==> src/rtl/dbus_pkg.sv <==
// Shared types for the data-bus Wishbone bridge: funct3 access encodings and FSM states.
package dbus_pkg;

    typedef enum logic [2:0] {
        MEM_OP_B  = 3'b000,
        MEM_OP_H  = 3'b001,
        MEM_OP_W  = 3'b010,
        MEM_OP_BU = 3'b100,
        MEM_OP_HU = 3'b101
    } mem_op_t;

    typedef enum logic [1:0] {
        ST_IDLE = 2'd0,
        ST_BUS  = 2'd1,
        ST_DONE = 2'd2
    } dbus_state_t;

    localparam int TMO_CNT_MIN_W = 8;

    // Halfwords need an even address, words a 4-byte aligned one; anything
    // not decoded as B/H is sized as a word.
    function automatic logic access_misaligned(input logic [2:0] op, input logic [1:0] addr_lo);
        logic mis;
        case (mem_op_t'(op))
            MEM_OP_B, MEM_OP_BU: mis = 1'b0;
            MEM_OP_H, MEM_OP_HU: mis = addr_lo[0];
            default:             mis = (addr_lo != 2'b00);
        endcase
        return mis;
    endfunction

endpackage

==> src/rtl/dbus_lane_align.sv <==
// Byte-lane steering: store replication/select, load lane extract + extension, alignment check.
// Purely combinational; no latency, no flow control of its own.
// Backpressure: none, the bridge FSM decides when outputs are used.
module dbus_lane_align
    import dbus_pkg::*;
(
    input  logic [2:0]  op,
    input  logic [1:0]  addr_lo,
    input  logic [31:0] wdata,
    input  logic [2:0]  ld_op,
    input  logic [1:0]  ld_addr_lo,
    input  logic [31:0] bus_rdata,
    output logic [31:0] st_dat,
    output logic [3:0]  st_sel,
    output logic [31:0] ld_dat,
    output logic        misaligned
);

    logic [31:0] ld_shifted;

    always_comb begin
        st_dat     = wdata;
        st_sel     = 4'b1111;
        misaligned = access_misaligned(op, addr_lo);
        case (mem_op_t'(op))
            MEM_OP_B, MEM_OP_BU: begin
                st_dat = {4{wdata[7:0]}};
                st_sel = 4'b0001 << addr_lo;
            end
            MEM_OP_H, MEM_OP_HU: begin
                st_dat = {2{wdata[15:0]}};
                st_sel = 4'b0011 << addr_lo;
            end
            default: ;
        endcase
    end

    assign ld_shifted = bus_rdata >> {ld_addr_lo, 3'b000};

    always_comb begin
        ld_dat = ld_shifted;
        case (mem_op_t'(ld_op))
            MEM_OP_B:  ld_dat = {{24{ld_shifted[7]}}, ld_shifted[7:0]};
            MEM_OP_BU: ld_dat = {24'h0, ld_shifted[7:0]};
            MEM_OP_H:  ld_dat = {{16{ld_shifted[15]}}, ld_shifted[15:0]};
            MEM_OP_HU: ld_dat = {16'h0, ld_shifted[15:0]};
            default:   ld_dat = ld_shifted;
        endcase
    end

endmodule

==> src/rtl/core_dbus_wb_bridge.sv <==
// MEM-stage load/store to one Wishbone classic transfer; optional DBUS_TIMEOUT_EN bus watchdog.
// Latency: 3 cycles per aligned access with immediate ack (+1 per wait state), 2 when misaligned.
// Backpressure: stall_pipl holds the pipeline from request until the DONE cycle.
module core_dbus_wb_bridge
    import dbus_pkg::*;
#(
    parameter int TIMEOUT_CYCLES = 255
) (
    input  logic        clk,
    input  logic        reset,
    input  logic [31:0] mem_addr_mem,
    input  logic [31:0] mem_wdata_mem,
    input  logic        mem_write_mem,
    input  logic        mem_read_mem,
    input  logic [2:0]  mem_op_mem,
    output logic [31:0] mem_rdata_mem,
    output logic        stall_pipl,
    output logic        bus_err,
    output logic        misaligned,
    output logic [31:0] wb_adr_o,
    output logic [31:0] wb_dat_o,
    output logic [3:0]  wb_sel_o,
    output logic        wb_we_o,
    output logic        wb_cyc_o,
    output logic        wb_stb_o,
    input  logic [31:0] wb_dat_i,
    input  logic        wb_ack_i,
    input  logic        wb_err_i
);

    dbus_state_t state_q, state_nxt;

    logic        req;
    logic        mis_det;
    logic        bus_start;
    logic        mis_start;
    logic        bus_fail;
    logic        timeout_hit;
    logic [31:0] st_dat;
    logic [3:0]  st_sel;
    logic [31:0] ld_dat;
    logic [2:0]  ld_op_q;
    logic [1:0]  ld_addr_q;

    assign req = mem_read_mem | mem_write_mem;

    dbus_lane_align u_lane_align (
        .op         (mem_op_mem),
        .addr_lo    (mem_addr_mem[1:0]),
        .wdata      (mem_wdata_mem),
        .ld_op      (ld_op_q),
        .ld_addr_lo (ld_addr_q),
        .bus_rdata  (wb_dat_i),
        .st_dat     (st_dat),
        .st_sel     (st_sel),
        .ld_dat     (ld_dat),
        .misaligned (mis_det)
    );

`ifdef DBUS_TIMEOUT_EN
    localparam int CNT_W = ($clog2(TIMEOUT_CYCLES + 1) > TMO_CNT_MIN_W) ?
                           $clog2(TIMEOUT_CYCLES + 1) : TMO_CNT_MIN_W;

    logic [CNT_W-1:0] tmo_cnt;

    // Counts completed BUS cycles; zero in the first BUS cycle.
    always_ff @(posedge clk) begin
        if (reset || state_q != ST_BUS) begin
            tmo_cnt <= '0;
        end else begin
            tmo_cnt <= tmo_cnt + CNT_W'(1);
        end
    end

    assign timeout_hit = (state_q == ST_BUS) && (tmo_cnt == CNT_W'(TIMEOUT_CYCLES - 1));
`else
    // Without the watchdog the limit is meaningless; BUS waits for the slave forever.
    assign timeout_hit = (TIMEOUT_CYCLES < 0);
`endif

    assign bus_start = (state_q == ST_IDLE) && req && !mis_det;
    assign mis_start = (state_q == ST_IDLE) && req && mis_det;
    // Error beats ack; a timeout only counts when the slave stayed silent.
    assign bus_fail  = (state_q == ST_BUS) && (wb_err_i || (timeout_hit && !wb_ack_i));

    always_comb begin
        state_nxt = state_q;
        case (state_q)
            ST_IDLE: begin
                if (req) begin
                    state_nxt = mis_det ? ST_DONE : ST_BUS;
                end
            end
            ST_BUS: begin
                if (wb_ack_i || wb_err_i || timeout_hit) begin
                    state_nxt = ST_DONE;
                end
            end
            ST_DONE: state_nxt = ST_IDLE;
            default: state_nxt = ST_IDLE;
        endcase
    end

    always_ff @(posedge clk) begin
        if (reset) begin
            state_q       <= ST_IDLE;
            wb_cyc_o      <= 1'b0;
            wb_stb_o      <= 1'b0;
            wb_we_o       <= 1'b0;
            wb_sel_o      <= 4'b0000;
            wb_adr_o      <= 32'h0;
            wb_dat_o      <= 32'h0;
            ld_op_q       <= 3'b000;
            ld_addr_q     <= 2'b00;
            mem_rdata_mem <= 32'h0;
            bus_err       <= 1'b0;
            misaligned    <= 1'b0;
        end else begin
            state_q    <= state_nxt;
            wb_cyc_o   <= (state_nxt == ST_BUS);
            wb_stb_o   <= (state_nxt == ST_BUS);
            bus_err    <= bus_fail;
            misaligned <= mis_start;
            if (bus_start) begin
                wb_adr_o  <= {mem_addr_mem[31:2], 2'b00};
                wb_dat_o  <= st_dat;
                wb_sel_o  <= st_sel;
                wb_we_o   <= mem_write_mem;
                ld_op_q   <= mem_op_mem;
                ld_addr_q <= mem_addr_mem[1:0];
            end
            if (mis_start || bus_fail) begin
                mem_rdata_mem <= 32'h0;
            end else if (state_q == ST_BUS && wb_ack_i && !wb_we_o) begin
                mem_rdata_mem <= ld_dat;
            end
        end
    end

    assign stall_pipl = !reset && (((state_q == ST_IDLE) && req) || (state_q == ST_BUS));

endmodule

==> config.mk <==
export PLATFORM = sky130hd
export DESIGN_NAME = core_dbus_wb_bridge
export DESIGN_NICKNAME = d
export VERILOG_FILES = /design/src/rtl/dbus_pkg.sv /design/src/rtl/dbus_lane_align.sv /design/src/rtl/core_dbus_wb_bridge.sv
export SDC_FILE = /design/constraint.sdc
export NUM_CORES = 1
export LEC_CHECK = 0
export CELL_PAD_IN_SITES_DETAIL_PLACEMENT = 1
export CELL_PAD_IN_SITES_GLOBAL_PLACEMENT = 1
export CORE_UTILIZATION = 44
export DETAILED_ROUTE_END_ITERATION = 8
export DONT_BUFFER_PORTS = 1
export GPL_TIMING_DRIVEN = 0
export PLACE_DENSITY = 0.82
export SYNTH_ARGS = -nofsm -noshare
export SYNTH_HDL_FRONTEND = slang
export SYNTH_SLANG_ARGS = --single-unit
==> constraint.sdc <==
create_clock -name clk -period 2.4 [get_ports clk]
set_input_delay 0.36 -clock clk [delete_from_list [all_inputs] [get_ports clk]]
set_output_delay 0.36 -clock clk [all_outputs]
set_load 0.03 [all_outputs]
==> results of run 1 <==
-- synthesized netlist by cell type, types with 3 or more instances --
cell,count,area [sq um]
buf_2,14,70.1
inv_1,3,11.3
o21ai_0,9,45.0
nand2_1,131,492
buf_4,5,37.5
a311oi_1,8,70.1
clkbuf_1,31,116
o221a_2,17,191
dfxtp_1,109,2180
and2_1,9,56.3
a21oi_1,74,370
a211oi_1,9,67.6
nand2b_1,3,18.8
nor2b_1,4,25.0
nor2_1,44,165
o211ai_1,15,113
mux2_2,11,124
mux2i_1,30,300
o2bb2ai_1,7,61.3
nor3_1,19,95.1
-- stage by stage --
stage               worst slack [ns]  hold slack, ns  total power [W]  util, %
global route                   0.269          0.0947          0.00415     49.1
floorplan                      0.636           0.450          0.00278        -
global placement               0.342           0.476          0.00292     47.5
finish                         0.396          0.0995          0.00396     49.1
detailed placement             0.266           0.494          0.00296     47.5
CTS                            0.380          0.0889          0.00399     49.1
-- area by class of cell --
| cell class | instances | share of cell area, % |
|---|---|---|
| buffer | 52 | 4.87 |
| clock buffer | 10 | 2.48 |
| clock inverter | 6 | 0.877 |
| inverter | 3 | 0.219 |
| multi-input combinational | 407 | 45.8 |
| sequential | 109 | 42.5 |
| tap | 136 | 3.31 |
-- flip-flops by register name (all words and copies together), names as in the netlist --
register,cells
bus_err,1
ld_addr_q,2
ld_op_q,3
mem_rdata_mem,32
misaligned,1
state_q,2
wb_adr_o,30
wb_dat_o,32
wb_sel_o,4
wb_stb_o,1
wb_we_o,1
-- report_power, final --
part	internal, W	leakage [nW]	total (W)	switching, W
Combinational	0.000234	0.866	0.000629	0.000395
Sequential	0.00194	0.891	0.00229	0.000348
Clock	0.000387	0.0910	0.00104	0.000657
-- how the worst min path moves through the flow --
| stage | from | endpoint | cells past startpoint |
|---|---|---|---|
| detailed placement | ld_op_q[2] | ld_op_q[2] | 2 |
| global placement | ld_op_q[2] | ld_op_q[2] | 2 |
| global route | mem_addr_mem[25] | wb_adr_o[25] | 2 |
| finish | mem_addr_mem[5] | wb_adr_o[5] | 2 |
| CTS | mem_addr_mem[5] | wb_adr_o[5] | 2 |
| floorplan | ld_op_q[2] | ld_op_q[2] | 2 |
-- cells by family (layout without fill, tap and decap cells) --
kind of cell | after synthesis | count (layout) | share of synthesized area, %
simple gates | 218 | 218 | 19.2
compound gates | 145 | 145 | 20.4
flops | 109 | 109 | 45.5
buf+inv | 55 | 71 | 5.46
mux | 42 | 42 | 9.32
other cells | 1 | 2 | 0.0783
-- worst register-to-register path: stages, from the launching register on --
cell and delay [ns]:
dfxtp_1 0.46, or4bb_1 0.57, clkbuf_1 0.24, a21o_1 0.29, a21oi_1 0.18, nor3_1 0.08
-- routing by layer --
| layer | vias to the layer above | wire (um) | global-route usage, % |
|---|---|---|---|
| li1 | 1994 | - | - |
| met1 | 1993 | 6010 | 31.1 |
| met2 | 169 | 6930 | 42.6 |
| met3 | 23 | 1370 | 7.97 |
| met4 | 0 | 320 | 9.92 |
| met5 | - | 0 | 0 |
==> results.md, run 1 <==
* Nets at 687
* Final Cycle Share at 83.5%
* Die Ht at 106 um
* CP Data Required Time at 2.04 ns
* Total wire length at 14,600 um
* Drt drc at 0
* Cell count of the worst reg-to-reg path at 5
* # fillers at 1,283
* Synth Register Bits at 109
* Post-DP HPWL at 11,500 um
* Max H-tree Level at 3
* Initial Util at 45.8%
* Final Cell Area at 0.00514 sq mm
* Routability Congestion at 0.866
* Core area at 0.0105 sq mm
* Slew HR at 34.7%
* CTS root buf: clkbuf_8
* Hold Crit Class: input pin to flip-flop
* Leak Pwr at 1.85 nW
* Critical path, cell by cell: clkbuf_1 > clkbuf_1 > nor3_1
* CP Max Fanout at 10
* CTS Buf Count at 9
* P per Cell Area at 772 mW/mm^2
* Main synth FF type: dfxtp_1
* CP arrival at 1.64 ns
* Cell Rows at 37
* Die Footprint at 0.0113 sq mm
* Share of cells above drive strength 1 at 11.9%
* Crit path depth at 3
* Latest clock arrival within the worst-skew pair at 0.38 ns
* Cell Area, Placed at 0.00496 sq mm
* Post-synth EDFFs at 0
* Initial antenna violation count at 0
* CTS Sinks at 109
* Synthesized area per cell at 8.40 sq um
* WL/cell at 20.2 um
* Max-cap viol count at 0
* Setup slack, reg-to-reg at 0.46 ns
* Die Span X at 106 um
* Port bufs at 0
* Cell mode on critical path: clkbuf_1
* CP Launch Type: input pin
* CP max stage delay at 0.85 ns
* # resized after CTS at 0
* Final non-filler cell total at 723
* Netlist cell types at 38
* Max clock buf depth at 2
* Slew Viols, Final at 0
* Mapped Area at 0.00479 sq mm
* Synth warnings at 0
* VDD IR-drop max at 0.337 mV
* FMAX at 499 MHz
* Layout area overhead at 7.23%
* First-pass GRT wire length at 22,800 um
* Routed via count at 4,179
* DRT Pass-1 Iters at 4
* Fin crit period at 2.00 ns
* First DRT Iteration DRCs at 205
* Most common cell after layout, fill and taps aside: nand2_1
* RSZ-0062 raised after global routing: false
* Mapped Cells at 570
* CP top delay family: simple AND/OR/NAND/NOR gates
* Post-cts hold buffer count at 0
* Total setup buffers inserted after CTS at 0
* Slew @ Worst Pin at 0.972 ns
* Clk_skew at 0.0195 ns
* CP Capture Type: primary output
* R2R Path Start: wb_we_o
* CP bufs+invs at 2
* Ys async rst share at 0%
* Critical path destination: stall_pipl
* CP Launch Point: reset
* Commonest cells after routing, fill and taps aside: nand2_1 (131), dfxtp_1 (109), a21oi_1 (74)
* Post-placement cell count at 707
* # diodes at 0
* Final Hold Vio Count at 0
* Slowest cell on crit path: nor3_1
* Crit path kind: input pin to primary output
* Final setup viols at 0
* Status: completed
* R2R Path End: mem_rdata_mem[15]
* Ports at 211
* Area occupied by multi-input gates at 0.00235 sq mm
* All-Layer GR Usage at 25.7%
* Post-Route Setup TNS at 0 ns
* Vias in the first global route at 4,288
* GRT overflow at 0
* Largest net degree at the start of global routing at 19
* CTS tree: yes
* Sequential Area at 0.00218 sq mm
* CTS clk-pin slew, worst paths at 0.12 ns
* Detail Route Antenna Nets at 0
* Register area share after synthesis at 45.5%
* Vias per inst at 5.78
No activity file was read; power rests on OpenSTA's default activity.
==> run 2, diff against run 1 <==
ABC_AREA = 1   (was not set)
CORE_UTILIZATION = 38   (was 44)
PLACE_DENSITY = 0.79   (was 0.82)
clock period = 1.7 ns   (was 2.4 ns; I/O delays follow)
==> run 2 against run 1 <==
- critical path depth unchanged
- final cell count grew 33%
- non-clock buffer count is 4 lower
==> results.md, run 2 <==
* Clk_skew at 0.00730 ns (-0.0122 ns)
* CTS Sinks at 109 (unchanged)
* RSZ-0062 raised after global routing: false
* Leak Pwr at 2.60 nW (+41%)
* CP Launch Type: flip-flop
* CP Max Fanout at 3 (-7)
* Synthesized area per cell at 6.48 sq um (-23%)
* CP max stage delay at 0.34 ns (-0.51 ns)
* Vias in the first global route at 5,265 (+23%)
* Die Span X at 117 um (+10%)
* Critical path destination: stall_pipl
* Top-area cell type share of the netlist area at 43.4% (-2.1 points)
* Largest net degree at the start of global routing at 18 (-1)
* Synth top cells by count: nor2_1 (195), nand2_1 (194), dfxtp_1 (109)
* All-Layer GR Usage at 25.8% (+0.11 points)
* Post-synth EDFFs at 0 (unchanged)
* Max H-tree Level at 3 (unchanged)
* GRT overflow at 0 (unchanged)
* FMAX at 637 MHz
* CTS root buf: clkbuf_16
* Latest clock arrival within the worst-skew pair at 0.36 ns (-0.02 ns)
* Routed via count at 5,056 (+21%)
* Max clock buf depth at 2 (unchanged)
* Setup slack, reg-to-reg at 0.13 ns (-0.33 ns)
* CP arrival at 1.31 ns (-0.33 ns)
* CP Capture Type: primary output
* Ys async rst share at 0% (unchanged)
* First-pass GRT wire length at 26,800 um (+18%)
* Main synth FF type: dfxtp_1
* Cell Rows at 41 (+11%)
* CTS Buf Count at 9 (unchanged)
* CTS tree: yes
* Nets at 892 (+30%)
* Initial Util at 39.3% (-6.5 points)
* Core area at 0.0128 sq mm (+22%)
* Die Footprint at 0.0137 sq mm (+21%)
* Crit path depth at 3 (unchanged)
* Ports at 211 (unchanged)
* Cell taking the most area after synthesis: dfxtp_1
* # fillers at 1,693 (+32%)
* # diodes at 0 (unchanged)
* Largest regs: mem_rdata_mem: 32 flops, wb_dat_o: 32 flops, wb_adr_o: 30 flops
* R2R Path End: mem_rdata_mem[27]
* Register area share after synthesis at 43.4% (-2.1 points)
* Count leader, synth: nor2_1
* Vias per inst at 5.25 (-9.2%)
* DRT Pass-1 Iters at 4 (unchanged)
* Mapped Area at 0.00502 sq mm (+4.8%)
* Die Ht at 117 um (+10%)
* Detail Route Antenna Nets at 0 (unchanged)
* Fin crit period at 1.57 ns
* Synth Register Bits at 109 (unchanged)
* Final Cycle Share at 92.3%
* Final setup viols at 0 (unchanged)
* DP Worst Slack at -0.0495 ns (-0.316 ns)
* VDD IR-drop max at 0.584 mV (+73%)
* P per Cell Area at 1190 mW/mm^2 (+54%)
* Mapped Cells at 775 (+36%)
* Total setup buffers inserted after CTS at 0 (unchanged)
* Top cells by area, synth: dfxtp_1 (43%), nor2_1 (15%), nand2_1 (14%)
* Initial antenna violation count at 0 (unchanged)
* Hold Slack at 0.0339 ns (-0.0657 ns)
* Slew HR at 64.6% (+30 points)
* Final Hold Vio Count at 0 (unchanged)
* Post-DP HPWL at 13,500 um (+18%)
* Hold Path Depth at 2 (unchanged)
* Final core utilization at 43.9% (-5.2 points)
* CP Data Required Time at 1.44 ns (-0.60 ns)
* Slew Viols, Final at 0 (unchanged)
* Total wire length at 17,300 um (+18%)
* Slowest cell on crit path: dfxtp_1
* Netlist cell types at 23 (-39%)
* Commonest cells after routing, fill and taps aside: nor2_1 (194), nand2_1 (190), dfxtp_1 (108)
* First DRT Iteration DRCs at 246 (+20%)
* CP Launch Point: state_q[1]
* Routability Congestion at 0.919 (+6.0%)
* Final worst setup slack at 0.131 ns (-0.265 ns)
* Cell count of the worst reg-to-reg path at 8 (+3)
* CTS clk-pin slew, worst paths at 0.08 ns (-0.04 ns)
* WL/cell at 17.9 um (-11%)
* Most common cell after layout, fill and taps aside: nor2_1
* Slew @ Worst Pin at 0.531 ns (-0.440 ns)
* CP bufs+invs at 0 (-2)
* CP top delay family: compound AO/OA/AOI/OAI gates
* Post-cts hold buffer count at 0 (unchanged)
* Max-cap viol count at 0 (unchanged)
* Critical path, cell by cell: nor2_1 > o21ai_1 > a21oi_4
* Share of cells above drive strength 1 at 9.23% (-2.7 points)
* Status: completed
* Layout area overhead at 11.6%
* Crit path kind: flip-flop to primary output
* Drt drc at 0 (unchanged)
* # resized after CTS at 4 (+4)
* Synth warnings at 0 (unchanged)
* Port bufs at 0 (unchanged)
* Hold Crit Class: input pin to flip-flop
* R2R Path Start: ld_addr_q[1]
-- run 2: worst min path at each step --
stage / start / to / slack [ns]
after floorplan: mem_addr_mem[0] / ld_addr_q[0] / 0.39
after global placement: mem_addr_mem[8] / wb_adr_o[8] / 0.39
after detailed placement: mem_addr_mem[11] / wb_adr_o[11] / 0.40
after CTS: mem_addr_mem[31] / wb_adr_o[31] / 0.02
after global routing: mem_wdata_mem[0] / wb_dat_o[0] / 0.03
final: mem_addr_mem[24] / wb_adr_o[24] / 0.03
-- run 2: cell type report --
| type | instances | area (sq um) | area share (%) |
|---|---|---|---|
| tap | 172 | 215 | 3.84 |
| inverter | 42 | 158 | 2.81 |
| multi-input combinational | 577 | 2480 | 44.3 |
| buffer | 48 | 265 | 4.73 |
| clock buffer | 11 | 243 | 4.33 |
| sequential | 109 | 2180 | 39.0 |
| clock inverter | 4 | 57.6 | 1.03 |
-- run 2: through the flow --
stage                     instances  setup TNS, ns  cell area (sq um)  power (W)
after CTS                       963              0               5550    0.00670
after global placement          948              0               5240    0.00446
after global routing            963              0               5600    0.00699
final                           963              0               5600    0.00667
after detailed placement        948         -0.247               5240    0.00452
after floorplan                 776              0               5030    0.00418
-- run 2: kinds of logic after synthesis --
logic type      synth area share, %
simple gates                   36.9
buf+inv                        7.95
compound gates                 11.6
flops                          43.4
other cells                  0.0747
-- run 2: power breakdown --
part	leakage [nW]	total [W]	switching [W]	internal, W
sequential	0.895	0.00336	0.000577	0.00278
clock	0.144	0.00217	0.000984	0.00119
combinational	1.56	0.00114	0.000776	0.000367
-- run 2: routing by layer --
layer	share of wire [%]	routed length, um	vias up	global-route usage, %
li1	-	-	2458	-
met1	40	6860	2391	28.9
met2	49	8440	181	45.9
met3	9.2	1590	26	8.03
met4	2.2	373	0	9.79
met5	0	0	-	0
